==> src/rtl/dffn_pipe.sv <==
`default_nettype none
// ============================================================================
// Module   : dffn_pipe
// Brief    : DEPTH-stage, WIDTH-bit falling-edge register pipeline with a
//            valid bit per stage, hold enable, synchronous load of a
//            programmable reset value, occupancy count and a serial scan
//            chain through every data bit.
// Revision : 1.0  initial release
// ============================================================================
module dffn_pipe #(
  parameter int                 WIDTH     = 8,
  parameter int                 DEPTH     = 2,
  parameter logic [WIDTH-1:0]   RESET_VAL = '0
) (
  input  logic                         CLK,
  input  logic                         RST,
  input  logic                         EN,
  input  logic                         SE,
  input  logic                         SI,
  input  logic [WIDTH-1:0]             D,
  input  logic                         VI,
  output logic [WIDTH-1:0]             Q,
  output logic [WIDTH-1:0]             QN,
  output logic                         VO,
  output logic                         SO,
  output logic [$clog2(DEPTH+1)-1:0]   FILL
);

  localparam int FW   = $clog2(DEPTH+1);
  localparam int BITS = DEPTH * WIDTH;

  // Stage DEPTH-1 occupies the most significant slot, so the flattened
  // vector doubles as the scan chain with SI entering at bit 0.
  logic [DEPTH-1:0][WIDTH-1:0] r_data;
  logic [DEPTH-1:0]            r_valid;

  logic [DEPTH-1:0][WIDTH-1:0] w_shift_data;
  logic [DEPTH-1:0]            w_shift_valid;
  logic [DEPTH-1:0][WIDTH-1:0] w_scan_data;
  logic [BITS-1:0]             w_flat;
  logic [FW-1:0]               w_fill;

  assign w_flat = r_data;

  // Functional shift: a single stage simply captures the inputs.
  if (DEPTH == 1) begin : g_shift_single
    assign w_shift_data  = D;
    assign w_shift_valid = VI;
  end else begin : g_shift_multi
    assign w_shift_data  = {r_data[DEPTH-2:0], D};
    assign w_shift_valid = {r_valid[DEPTH-2:0], VI};
  end

  // Scan shift: the whole data array moves up one bit position per edge.
  if (BITS == 1) begin : g_scan_single
    assign w_scan_data = SI;
  end else begin : g_scan_multi
    assign w_scan_data = {w_flat[BITS-2:0], SI};
  end

  // Falling-edge state update, priority reset > scan > shift/hold. Unknown
  // RST or SE poisons all state; an unknown EN merges shift and hold values
  // bitwise, so only bits that would differ go unknown.
  always_ff @(negedge CLK) begin
    case ({RST, SE})
      2'b10, 2'b11: begin
        r_data  <= {DEPTH{RESET_VAL}};
        r_valid <= '0;
      end
      2'b01: begin
        r_data  <= w_scan_data;
        r_valid <= '0;
      end
      2'b00: begin
        r_data  <= EN ? w_shift_data  : r_data;
        r_valid <= EN ? w_shift_valid : r_valid;
      end
      default: begin
        r_data  <= 'x;
        r_valid <= 'x;
      end
    endcase
  end

  // Occupancy is a popcount of registered valid bits only.
  always_comb begin
    w_fill = '0;
    for (int k = 0; k < DEPTH; k++) begin
      w_fill = w_fill + FW'(r_valid[k]);
    end
  end

  assign Q    = r_data[DEPTH-1];
  assign QN   = ~r_data[DEPTH-1];
  assign VO   = r_valid[DEPTH-1];
  assign SO   = r_data[DEPTH-1][WIDTH-1];
  assign FILL = w_fill;

endmodule
`default_nettype wire

==> config.mk <==
export PLATFORM = sky130hd
export DESIGN_NAME = dffn_pipe
export DESIGN_NICKNAME = d
export VERILOG_FILES = /design/src/rtl/dffn_pipe.sv
export SDC_FILE = /design/constraint.sdc
export NUM_CORES = 1
export LEC_CHECK = 0
export ABC_AREA = 0
export BUFFER_PORTS_ARGS = -buffer_cell sky130_fd_sc_hd__buf_2
export CAP_MARGIN = 10
export CORE_MARGIN = 2
export CORE_UTILIZATION = 40
export CTS_CLUSTER_DIAMETER = 150
export CTS_CLUSTER_SIZE = 16
export DETAILED_ROUTE_END_ITERATION = 8
export GPL_TIMING_DRIVEN = 0
export PLACE_DENSITY = 0.69
export RECOVER_POWER = 50
export SLEW_MARGIN = 40
export SYNTH_ARGS = -nofsm -noshare
export SYNTH_HDL_FRONTEND = slang
export SYNTH_SLANG_ARGS = --single-unit
==> constraint.sdc <==
create_clock -name CLK -period 1.3 [get_ports CLK]
set_input_delay 0.26 -clock CLK [delete_from_list [all_inputs] [get_ports CLK]]
set_output_delay 0.26 -clock CLK [all_outputs]
set_load 0.05 [all_outputs]
==> flow_summary.json, run 1 <==
{
  "die_height_um": 52.2,
  "synth_flop_cell": "sky130_fd_sc_hd__edfxtp_1",
  "syn_avg_cell_area_um2": 12.4,
  "synth_common_cells": "sky130_fd_sc_hd__edfxtp_1 (18), sky130_fd_sc_hd__mux2i_1 (16), sky130_fd_sc_hd__nor2_1 (16), sky130_fd_sc_hd__inv_1 (9), sky130_fd_sc_hd__buf_4 (8)",
  "post-place-cells": 134,
  "max_slew_margin": 0.837,
  "slowest_stage": "sky130_fd_sc_hd__edfxtp_1",
  "report.final.slew_viol_count": 0,
  "critPathLaunchType": "flop",
  "maxCapViolations": 0,
  "clock_root_buffer": "sky130_fd_sc_hd__clkbuf_4",
  "top_level_ports": 34,
  "fillerInstances": 165,
  "power_density_nw_per_um2": 1160,
  "postLayoutSetupSlackWorst_ns": -0.839,
  "globalRouteOverflowTotal": 0,
  "clkTransAtPathRegs_ns": 0.04,
  "worst-r2r-cell-count": 4,
  "globalRouteTotalUtil": 0.178,
  "instance_count_of_the_mapped_netlist": 75,
  "final_nets": 159,
  "finalWirelength_mm": 2.19,
  "hp-start": "r_data[2]",
  "synth.most_common_cell": "sky130_fd_sc_hd__edfxtp_1",
  "synth_cell_type_count": 11,
  "ff2ff_setup_slack_ns": 0.14,
  "final_hold_viol_count": 0,
  "total_drc_errors_in_the_routed_layout": 0,
  "grt_start_max_net_pins": 14,
  "synth_top_area_frac": 0.581,
  "failed_checks": "negative setup slack",
  "worstSetupEndpointType": "primary output",
  "holdPathStages": 2,
  "status": "finished, violations left",
  "syn-cell-area_um2": 930,
  "finalClockSkew_ns": 0.0134,
  "cp_data_required_time_ns": 1.04,
  "critPathKind": "reg -> out",
  "antenna_found_initial": 0,
  "antennaDiodeCount": 0,
  "cts.htree.levels": 1,
  "timing.critical_path.cells": "ha_4 > buf_8",
  "routed-via-count": 786,
  "whs_endpoint": "Q[2]",
  "drt-vias-per-instance": 4.60,
  "register_area_um2": 541,
  "fraction_of_registers_with_async_set_reset": 0,
  "layout-drive-gt1-share": 0.497,
  "port_buffers": 31,
  "synth_top_area_cell": "sky130_fd_sc_hd__edfxtp_1",
  "tritoncts.num_buffers": 3,
  "number_of_nets_in_the_synthesized_netlist": 90,
  "netlist_top_cells_area": "sky130_fd_sc_hd__edfxtp_1 (58%), sky130_fd_sc_hd__mux2i_1 (17%), sky130_fd_sc_hd__buf_4 (6.5%)",
  "multi_input_area_um2": 310,
  "die-width_um": 52.2,
  "initial_core_util": 0.420,
  "global_route_wire_length_before_repair_mm": 3.48,
  "cts_num_sinks": 18,
  "first_global_vias": 810,
  "worstSkewPairLatency_ns": 0.37,
  "totalNegativeSetupSlack_ns": -14.51,
  "min-delay-path-class": "reg -> reg",
  "post_synthesis_register_bit_count": 18,
  "hpwlAfterDp_mm": 1.24,
  "timing_worst_slew_pin_value_ns": 0.246,
  "drt_first_pass_iters": 4,
  "fp.dieArea_um2": 2730,
  "fp-row-count": 17,
  "vdd_drop_max_mv": 0.848,
  "gp_congestion": 0.675,
  "drt-initial-drc-count": 12,
  "yosysSeqAreaShare": 0.581,
  "worst_ep_arrival_time_ns": 1.88,
  "rsz_0062_raised_after_global_routing": "yes",
  "drt-wirelength-per-cell_um": 12.8,
  "cts_tree": "yes",
  "synth-warning-count": 0,
  "clock_tree.buffer_depth": 2,
  "layoutNonFillerInstCount": 171,
  "timing.rr.end": "Q[6]",
  "core_area_um2": 2210,
  "reg2reg_from": "Q[5]",
  "area_overhead_of_the_layout_relative_to_synthesis_pct": 71.2,
  "critical_path.max_fanout": 2,
  "setup-violations-final": 51,
  "worstSetupStartpoint": "r_valid[1]",
  "leakage_nw": 0.779,
  "max_stage_delay_ns": 0.42,
  "post_synth_edffs": 18,
  "antenna_violating_nets_post_route": 0
}
stage by stage:
stage                     area (um2)  total power [W]  utilization  hold WS, ns  setup WS, ns
after floorplan                 1030          0.00120            -        0.559        -0.679
after global placement          1220          0.00127        0.552        0.574        -0.535
after detailed placement        1220          0.00128        0.552        0.585        -0.569
after CTS                       1560          0.00185        0.706        0.589        -0.854
after global routing            1590          0.00197        0.719        0.628        -0.889
final                           1590          0.00184        0.719        0.596        -0.839
how the worst max path moves through the flow:
| stage | to | depth (start not counted) |
|---|---|---|
| floorplan | FILL[0] | 1 |
| global placement | FILL[0] | 2 |
| detailed placement | FILL[0] | 2 |
| CTS | FILL[0] | 2 |
| global route | FILL[0] | 2 |
| finish | FILL[0] | 2 |
state kept, by name, summed over array words and instances (netlist names):
register and cells:
Q 8, r_data 8, r_valid 2
per-layer routing:
| metal | track usage | share of wire | vias up |
|---|---|---|---|
| met2 | 0.278 | 0.52 | 28 |
| li1 | - | - | 386 |
| met5 | 0 | 0 | - |
| met4 | 0.0769 | 0.013 | 0 |
| met1 | 0.219 | 0.41 | 368 |
| met3 | 0.0686 | 0.051 | 4 |
report_power, final:
group / switching, W / leakage, nW / internal, W / total (W)
combinational: 0.000311 / 0.464 / 0.000266 / 0.000577
sequential: 0.0000481 / 0.205 / 0.000701 / 0.000749
clock: 0.000330 / 0.110 / 0.000184 / 0.000514
layout make-up:
class | count | area share
tap | 28 | 0.0220
inverter | 8 | 0.0354
clock buffer | 3 | 0.0142
timing repair buffer | 44 | 0.255
clock inverter | 19 | 0.0456
multi-input combinational | 39 | 0.195
sequential | 18 | 0.340
buffer | 12 | 0.0936
layout by cell type (no fill, tap or decap), types with 6 or more instances in the layout:
cell,instances
sky130_fd_sc_hd__buf_6,23
sky130_fd_sc_hd__buf_4,8
sky130_fd_sc_hd__inv_1,19
sky130_fd_sc_hd__nor2_1,16
sky130_fd_sc_hd__buf_8,6
sky130_fd_sc_hd__clkinvlp_4,7
sky130_fd_sc_hd__edfxtp_1,18
sky130_fd_sc_hd__buf_2,11
sky130_fd_sc_hd__mux2i_1,16
timing repair:
item | in CTS | in global routing
buffers inserted | 9 | 2
endpoints found under the setup margin | 42 | 36
gates cloned | 3 | 2
hold buffers | 0 | 0
pin swaps | 3 | 1
gates resized for setup | 48 | 3
critical path, delay by kind of cell, from the launching register on:
kind                       cells  cell delay [ns]
adders and majority gates      1             0.30
buffers and inverters          1             0.13
DFF                            1             0.42
logic make-up (layout without fill, tap and decap cells):
| logic type | Yosys count | in the layout | share of synthesized area |
|---|---|---|---|
| simple gates | 19 | 22 | 0.0875 |
| buf+inv | 21 | 86 | 0.145 |
| mux | 16 | 16 | 0.172 |
| fa+ha+maj | 1 | 1 | 0.0135 |
| flops | 18 | 18 | 0.581 |
Note: power is estimated with default switching activity, not from simulation.
==> run 2: changes to the inputs <==
--- a/config.mk
+++ b/config.mk
@@ -8,12 +8,13 @@
 export ABC_AREA = 0
 export BUFFER_PORTS_ARGS = -buffer_cell sky130_fd_sc_hd__buf_2
 export CAP_MARGIN = 10
-export CORE_MARGIN = 2
+export CORE_ASPECT_RATIO = 1.5
 export CORE_UTILIZATION = 40
 export CTS_CLUSTER_DIAMETER = 150
 export CTS_CLUSTER_SIZE = 16
 export DETAILED_ROUTE_END_ITERATION = 8
 export GPL_TIMING_DRIVEN = 0
+export HOLD_SLACK_MARGIN = 0.15
 export PLACE_DENSITY = 0.69
 export RECOVER_POWER = 50
 export SLEW_MARGIN = 40
==> run 2 against run 1 <==
  * The flow still finishes with violations (negative setup slack)
  * Clock skew is 0.0021 ns higher
  * Critical path depth unchanged
  * Die area fell by 7.4%
  * Worst setup slack improved by 0.034 ns
  * Final cell count down 4.7%
  * First-iteration DRC count grew 8.3%
  * Routed wire length down 8.2%
  * Clock power shrank 3%
  * Via count fell by 3.3%
  * Sequential share of layout area increased by 0.32 points
  * Combinational power decreased by 1%
  * Largest cell class unchanged
==> flow_summary.json, run 2 (same netlist as run 1, synthesis figures left out) <==
{
  "status": "finished, violations left",
  "failed_checks": "negative setup slack",
  "max_slew_margin": 0.837,
  "fp-row-count": 21,
  "worstSetupEndpointType": "primary output",
  "worstSkewPairLatency_ns": 0.37,
  "worst_ep_arrival_time_ns": 1.84,
  "final_common_cell": "sky130_fd_sc_hd__buf_6",
  "critPathLaunchType": "flop",
  "setup-violations-final": 44,
  "final_design_area_no_fill_um2": 1580,
  "timing.critical_path.cells": "ha_4 > buf_8",
  "power_density_nw_per_um2": 1150,
  "max_stage_delay_ns": 0.42,
  "antennaDiodeCount": 0,
  "post-layout-total-power_w": 0.00182,
  "cts_tree": "yes",
  "total_drc_errors_in_the_routed_layout": 0,
  "rsz_0062_raised_after_global_routing": "yes",
  "cts_num_sinks": 18,
  "holdPathStages": 2,
  "antenna_found_initial": 0,
  "vdd_drop_max_mv": 0.766,
  "worst_path_dominant_cell_family": "flip-flops",
  "leakage_nw": 0.773,
  "postLayoutCoreUtil": 0.714,
  "core_area_um2": 2210,
  "antenna_violating_nets_post_route": 0,
  "final_hold_viol_count": 0,
  "critPathBufInv": 1,
  "die_height_um": 61.0,
  "globalRouteTotalUtil": 0.174,
  "final_nets": 156,
  "tritoncts.num_buffers": 3,
  "finalWirelength_mm": 2.01,
  "fp.dieArea_um2": 2520,
  "postLayoutSetupSlackWorst_ns": -0.805,
  "gp_congestion": 0.684,
  "clock_root_buffer": "sky130_fd_sc_hd__clkbuf_4",
  "clock_tree.buffer_depth": 2,
  "die-width_um": 41.4,
  "clkTransAtPathRegs_ns": 0.04,
  "met2WireLength_mm": 1.15,
  "drt_first_pass_iters": 4,
  "worst-r2r-cell-count": 4,
  "timing_worst_slew_pin_value_ns": 0.247,
  "critical_path_cell_count": 2,
  "top_level_ports": 34,
  "hpwlAfterDp_mm": 1.16,
  "cts.htree.levels": 1,
  "layoutNonFillerInstCount": 163,
  "critical_path.max_fanout": 2,
  "area_overhead_of_the_layout_relative_to_synthesis_pct": 69.6,
  "post-place-cells": 129,
  "drt-initial-drc-count": 13,
  "routed-via-count": 760,
  "route.met3.wl_um": 83,
  "first_global_vias": 734,
  "highest_layer": "met4",
  "layout-drive-gt1-share": 0.514,
  "initial_core_util": 0.421,
  "globalRouteOverflowTotal": 0,
  "min-delay-path-class": "reg -> reg",
  "grt_start_max_net_pins": 14,
  "drt-wirelength-per-cell_um": 12.3,
  "global_route_wire_length_before_repair_mm": 2.91,
  "met1Wirelength_um": 744,
  "totalNegativeSetupSlack_ns": -14.17,
  "report.final.slew_viol_count": 0,
  "cp_data_required_time_ns": 1.04,
  "maxCapViolations": 0,
  "slowest_stage": "sky130_fd_sc_hd__edfxtp_1",
  "port_buffers": 31,
  "most-common-layout-cells": "sky130_fd_sc_hd__buf_6 (22), sky130_fd_sc_hd__edfxtp_1 (18), sky130_fd_sc_hd__inv_1 (18)",
  "finalClockSkew_ns": 0.0154,
  "critPathKind": "reg -> out",
  "placed_area_um2": 1210,
  "drt-vias-per-instance": 4.66
}
## run 2: cell count changes in the layout (fill, tap and decap cells not counted), sizes merged
cell    before  now
clkbuf       9    7
buf         50   49
## run 2: cell type report
type,count,area [um2]
well taps,23,28.8
multi-input cells,39,315
inverters,8,56.3
plain buffers,11,124
fillers,181,631
clock inverters,19,72.6
repair buffers,42,417
clock buffers,3,22.5
flip-flops and latches,18,541
## run 2: per-stage QoR
stage	setup slack, ns	hold WS [ns]
after global routing	-0.862	0.616
after CTS	-0.824	0.589
after global placement	-0.533	0.572
final	-0.805	0.583
after floorplan	-0.679	0.559
after detailed placement	-0.539	0.579
## run 2: routing by layer
layer | vias to the layer above | track usage
li1 | 381 | -
met1 | 349 | 0.174
met2 | 26 | 0.301
met3 | 4 | 0.0578
met4 | 0 | 0.0922
met5 | - | 0
## run 2: repair_timing
action / in CTS / in global routing
setup endpoints to repair: 46 / 40
cloned: 3 / 1
pin swaps: 3 / 1
setup buffers: 8 / 2
hold endpoints to repair: 0 / 0
hold buffers: 0 / 0
gates resized for setup: 48 / 10
## run 2: worst paths after layout
path | start | endpoint | slack (ns)
max | r_valid[0] | FILL[0] | -0.80
min | r_data[4] | r_data[5] | 0.58
max reg2reg | Q[5] | Q[6] | 0.15
min reg2reg | r_data[4] | r_data[5] | 0.58
## run 2: power by group
group / switching (W) / total, W / internal (W)
logic: 0.000308 / 0.000571 / 0.000264
clock network: 0.000312 / 0.000497 / 0.000184
registers: 0.0000474 / 0.000749 / 0.000702
## run 2: worst reg2reg max path, cell delays in order, from the launching register on
cell and delay, ns:
sky130_fd_sc_hd__edfxtp_1 0.44, sky130_fd_sc_hd__buf_4 0.17, sky130_fd_sc_hd__buf_4 0.12, sky130_fd_sc_hd__mux2i_1 0.12, sky130_fd_sc_hd__nor2_1 0.05
==> run 3: changes to the inputs <==
--- a/config.mk
+++ b/config.mk
@@ -15,7 +15,7 @@
 export DETAILED_ROUTE_END_ITERATION = 8
 export GPL_TIMING_DRIVEN = 0
 export HOLD_SLACK_MARGIN = 0.15
-export PLACE_DENSITY = 0.69
+export PLACE_DENSITY = 0.67
 export RECOVER_POWER = 50
 export SLEW_MARGIN = 40
 export SYNTH_ARGS = -nofsm -noshare
==> constraint.sdc (replaced) <==
create_clock -name CLK -period 2.5 [get_ports CLK]
set_input_delay 0.5 -clock CLK [delete_from_list [all_inputs] [get_ports CLK]]
set_output_delay 0.5 -clock CLK [all_outputs]
set_load 0.05 [all_outputs]
==> run 3 against run 2 <==
  * The flow still finishes with violations (negative setup slack)
  * Critical path depth stayed put
  * Sequential share of layout area is 3.0 points higher
  * Critical path type unchanged
  * Largest cell class is now registers
  * Final cell count is 4.3% lower
  * Critical endpoint unchanged
  * Global-route usage is 1.3 points lower
  * Clock-buffer cell count stayed put
  * Clock power is 48% lower
  * Clock skew hardly changed
  * Die area stayed put
  * Total power is 49% lower
  * Final area is 7.9% lower
==> flow_summary.json, run 3 (same netlist as run 1, synthesis figures left out) <==
{
  "cts_tree": "yes",
  "drt-initial-drc-count": 5,
  "setup-violations-final": 28,
  "drt_first_pass_iters": 4,
  "postLayoutCoreUtil": 0.658,
  "globalRouteOverflowTotal": 0,
  "gp_congestion": 0.657,
  "initial_core_util": 0.421,
  "worst_ep_arrival_time_ns": 2.46,
  "seqPwrFrac": 0.416,
  "total_drc_errors_in_the_routed_layout": 0,
  "tritoncts.num_buffers": 3,
  "max_slew_margin": 0.786,
  "report.final.slew_viol_count": 0,
  "layout-drive-gt1-share": 0.459,
  "hpwlAfterDp_mm": 1.10,
  "min-delay-path-class": "reg -> reg",
  "globalRouteTotalUtil": 0.161,
  "vdd_drop_max_mv": 0.489,
  "multi_input_area_um2": 272,
  "critPathKind": "reg -> out",
  "global_route_wire_length_before_repair_mm": 2.63,
  "status": "finished, violations left",
  "postLayoutSetupSlackWorst_ns": -0.459,
  "cp_data_required_time_ns": 2.00,
  "post-layout-total-power_w": 0.000928,
  "antenna_violating_nets_post_route": 0,
  "fillerInstances": 194,
  "worstSkewPairLatency_ns": 0.37,
  "clkTransAtPathRegs_ns": 0.04,
  "internal_power_w": 0.000590,
  "top_level_ports": 34,
  "timing.critical_path.cells": "ha_4 > buf_8",
  "drt-vias-per-instance": 4.66,
  "dp_worst_setup_slack_ns": -0.190,
  "fp.dieArea_um2": 2520,
  "routed-via-count": 727,
  "most-common-layout-cells": "sky130_fd_sc_hd__inv_1 (20), sky130_fd_sc_hd__edfxtp_1 (18), sky130_fd_sc_hd__mux2i_1 (16), sky130_fd_sc_hd__nor2_1 (16), sky130_fd_sc_hd__buf_8 (15)",
  "power_density_nw_per_um2": 639,
  "grt_start_max_net_pins": 19,
  "timing_worst_slew_pin_value_ns": 0.321,
  "first_global_vias": 670,
  "p_comb_frac": 0.309,
  "critical_path.max_fanout": 2,
  "clock_tree.buffer_depth": 2,
  "critPathLaunchType": "flop",
  "port_buffers": 31,
  "antennaDiodeCount": 0,
  "final_hold_viol_count": 0,
  "antenna_found_initial": 0,
  "finalClockSkew_ns": 0.0159,
  "netSwitchingFraction": 0.364,
  "area_overhead_of_the_layout_relative_to_synthesis_pct": 56.1,
  "fp-row-count": 21,
  "rsz_0062_raised_after_global_routing": "yes",
  "final_common_cell": "sky130_fd_sc_hd__inv_1",
  "cts_num_sinks": 18,
  "worstSetupEndpointType": "primary output",
  "power_switching_w": 0.000338,
  "core_area_um2": 2210,
  "register_area_um2": 541,
  "share_clk_of_total_power": 0.276,
  "finalWirelength_mm": 1.82,
  "leakage_nw": 0.747,
  "maxCapViolations": 0,
  "die_height_um": 61.0,
  "failed_checks": "negative setup slack",
  "die-width_um": 41.4,
  "clock_root_buffer": "sky130_fd_sc_hd__clkbuf_4",
  "cts.htree.levels": 1,
  "drt-wirelength-per-cell_um": 11.7,
  "slowest_stage": "sky130_fd_sc_hd__edfxtp_1",
  "final_nets": 149,
  "max_stage_delay_ns": 0.42,
  "totalNegativeSetupSlack_ns": -6.63
}
## run 3: changes by cell type in the layout (fill, tap and decap cells not counted), sizes merged
cell | before | now
buf | 49 | 47
clkinvlp | 8 | 1
or3 | 4 | 1
inv | 19 | 26
clkbuf | 7 | 5
## run 3: final cells by class
class,count,area share
Multi-Input combinational cell,36,0.187
Buffer,12,0.0759
Clock buffer,3,0.0155
Inverter,8,0.0207
Timing Repair Buffer,37,0.259
Tap cell,23,0.0198
Sequential cell,18,0.372
Clock inverter,19,0.0500
## run 3: final timing paths
path | from | cells past startpoint | slack, ns | to
hold / removal | r_data[3] | 2 | 0.59 | Q[3]
setup reg to reg | Q[0] | 4 | 1.35 | Q[1]
setup / recovery | r_valid[0] | 2 | -0.46 | FILL[0]
hold reg to reg | r_data[3] | 2 | 0.59 | Q[3]
## run 3: repair_timing
item	in CTS	in global routing
pin swaps	1	1
endpoints found under the setup margin	20	20
resized for setup	53	13
endpoints found under the hold margin	0	0
buffers inserted	4	2
hold buffers	0	0
## run 3: power by group through the flow
stage | Combinational (W) | Clock [W] | Sequential (W)
floorplan | 0.000168 | 0.0000457 | 0.000390
finish | 0.000286 | 0.000256 | 0.000386
global placement | 0.000210 | 0.0000457 | 0.000385
detailed placement | 0.000212 | 0.0000457 | 0.000387
CTS | 0.000279 | 0.000269 | 0.000384
global route | 0.000304 | 0.000285 | 0.000390
## run 3: critical path: cells and delay by family, from the launching register on
kind | cells | cell delay, ns
flip-flops | 1 | 0.42
buffers and inverters | 1 | 0.13
adder cells (fa/ha/maj) | 1 | 0.29
## run 3: through the flow
step / instances / hold WS (ns) / instance area [um2]
finish: 156 / 0.591 / 1450
CTS: 154 / 0.597 / 1440
floorplan: 75 / 0.559 / 960
global route: 156 / 0.633 / 1450
global placement: 129 / 0.573 / 1140
detailed placement: 129 / 0.586 / 1140
## run 3: metal layers
| metal | global-route usage | vias up | routed length, um |
|---|---|---|---|
| met5 | 0 | - | 0 |
| met4 | 0.134 | 0 | 56 |
| met3 | 0.0505 | 4 | 65 |
| met2 | 0.259 | 21 | 1020 |
| met1 | 0.159 | 342 | 674 |
| li1 | - | 360 | - |
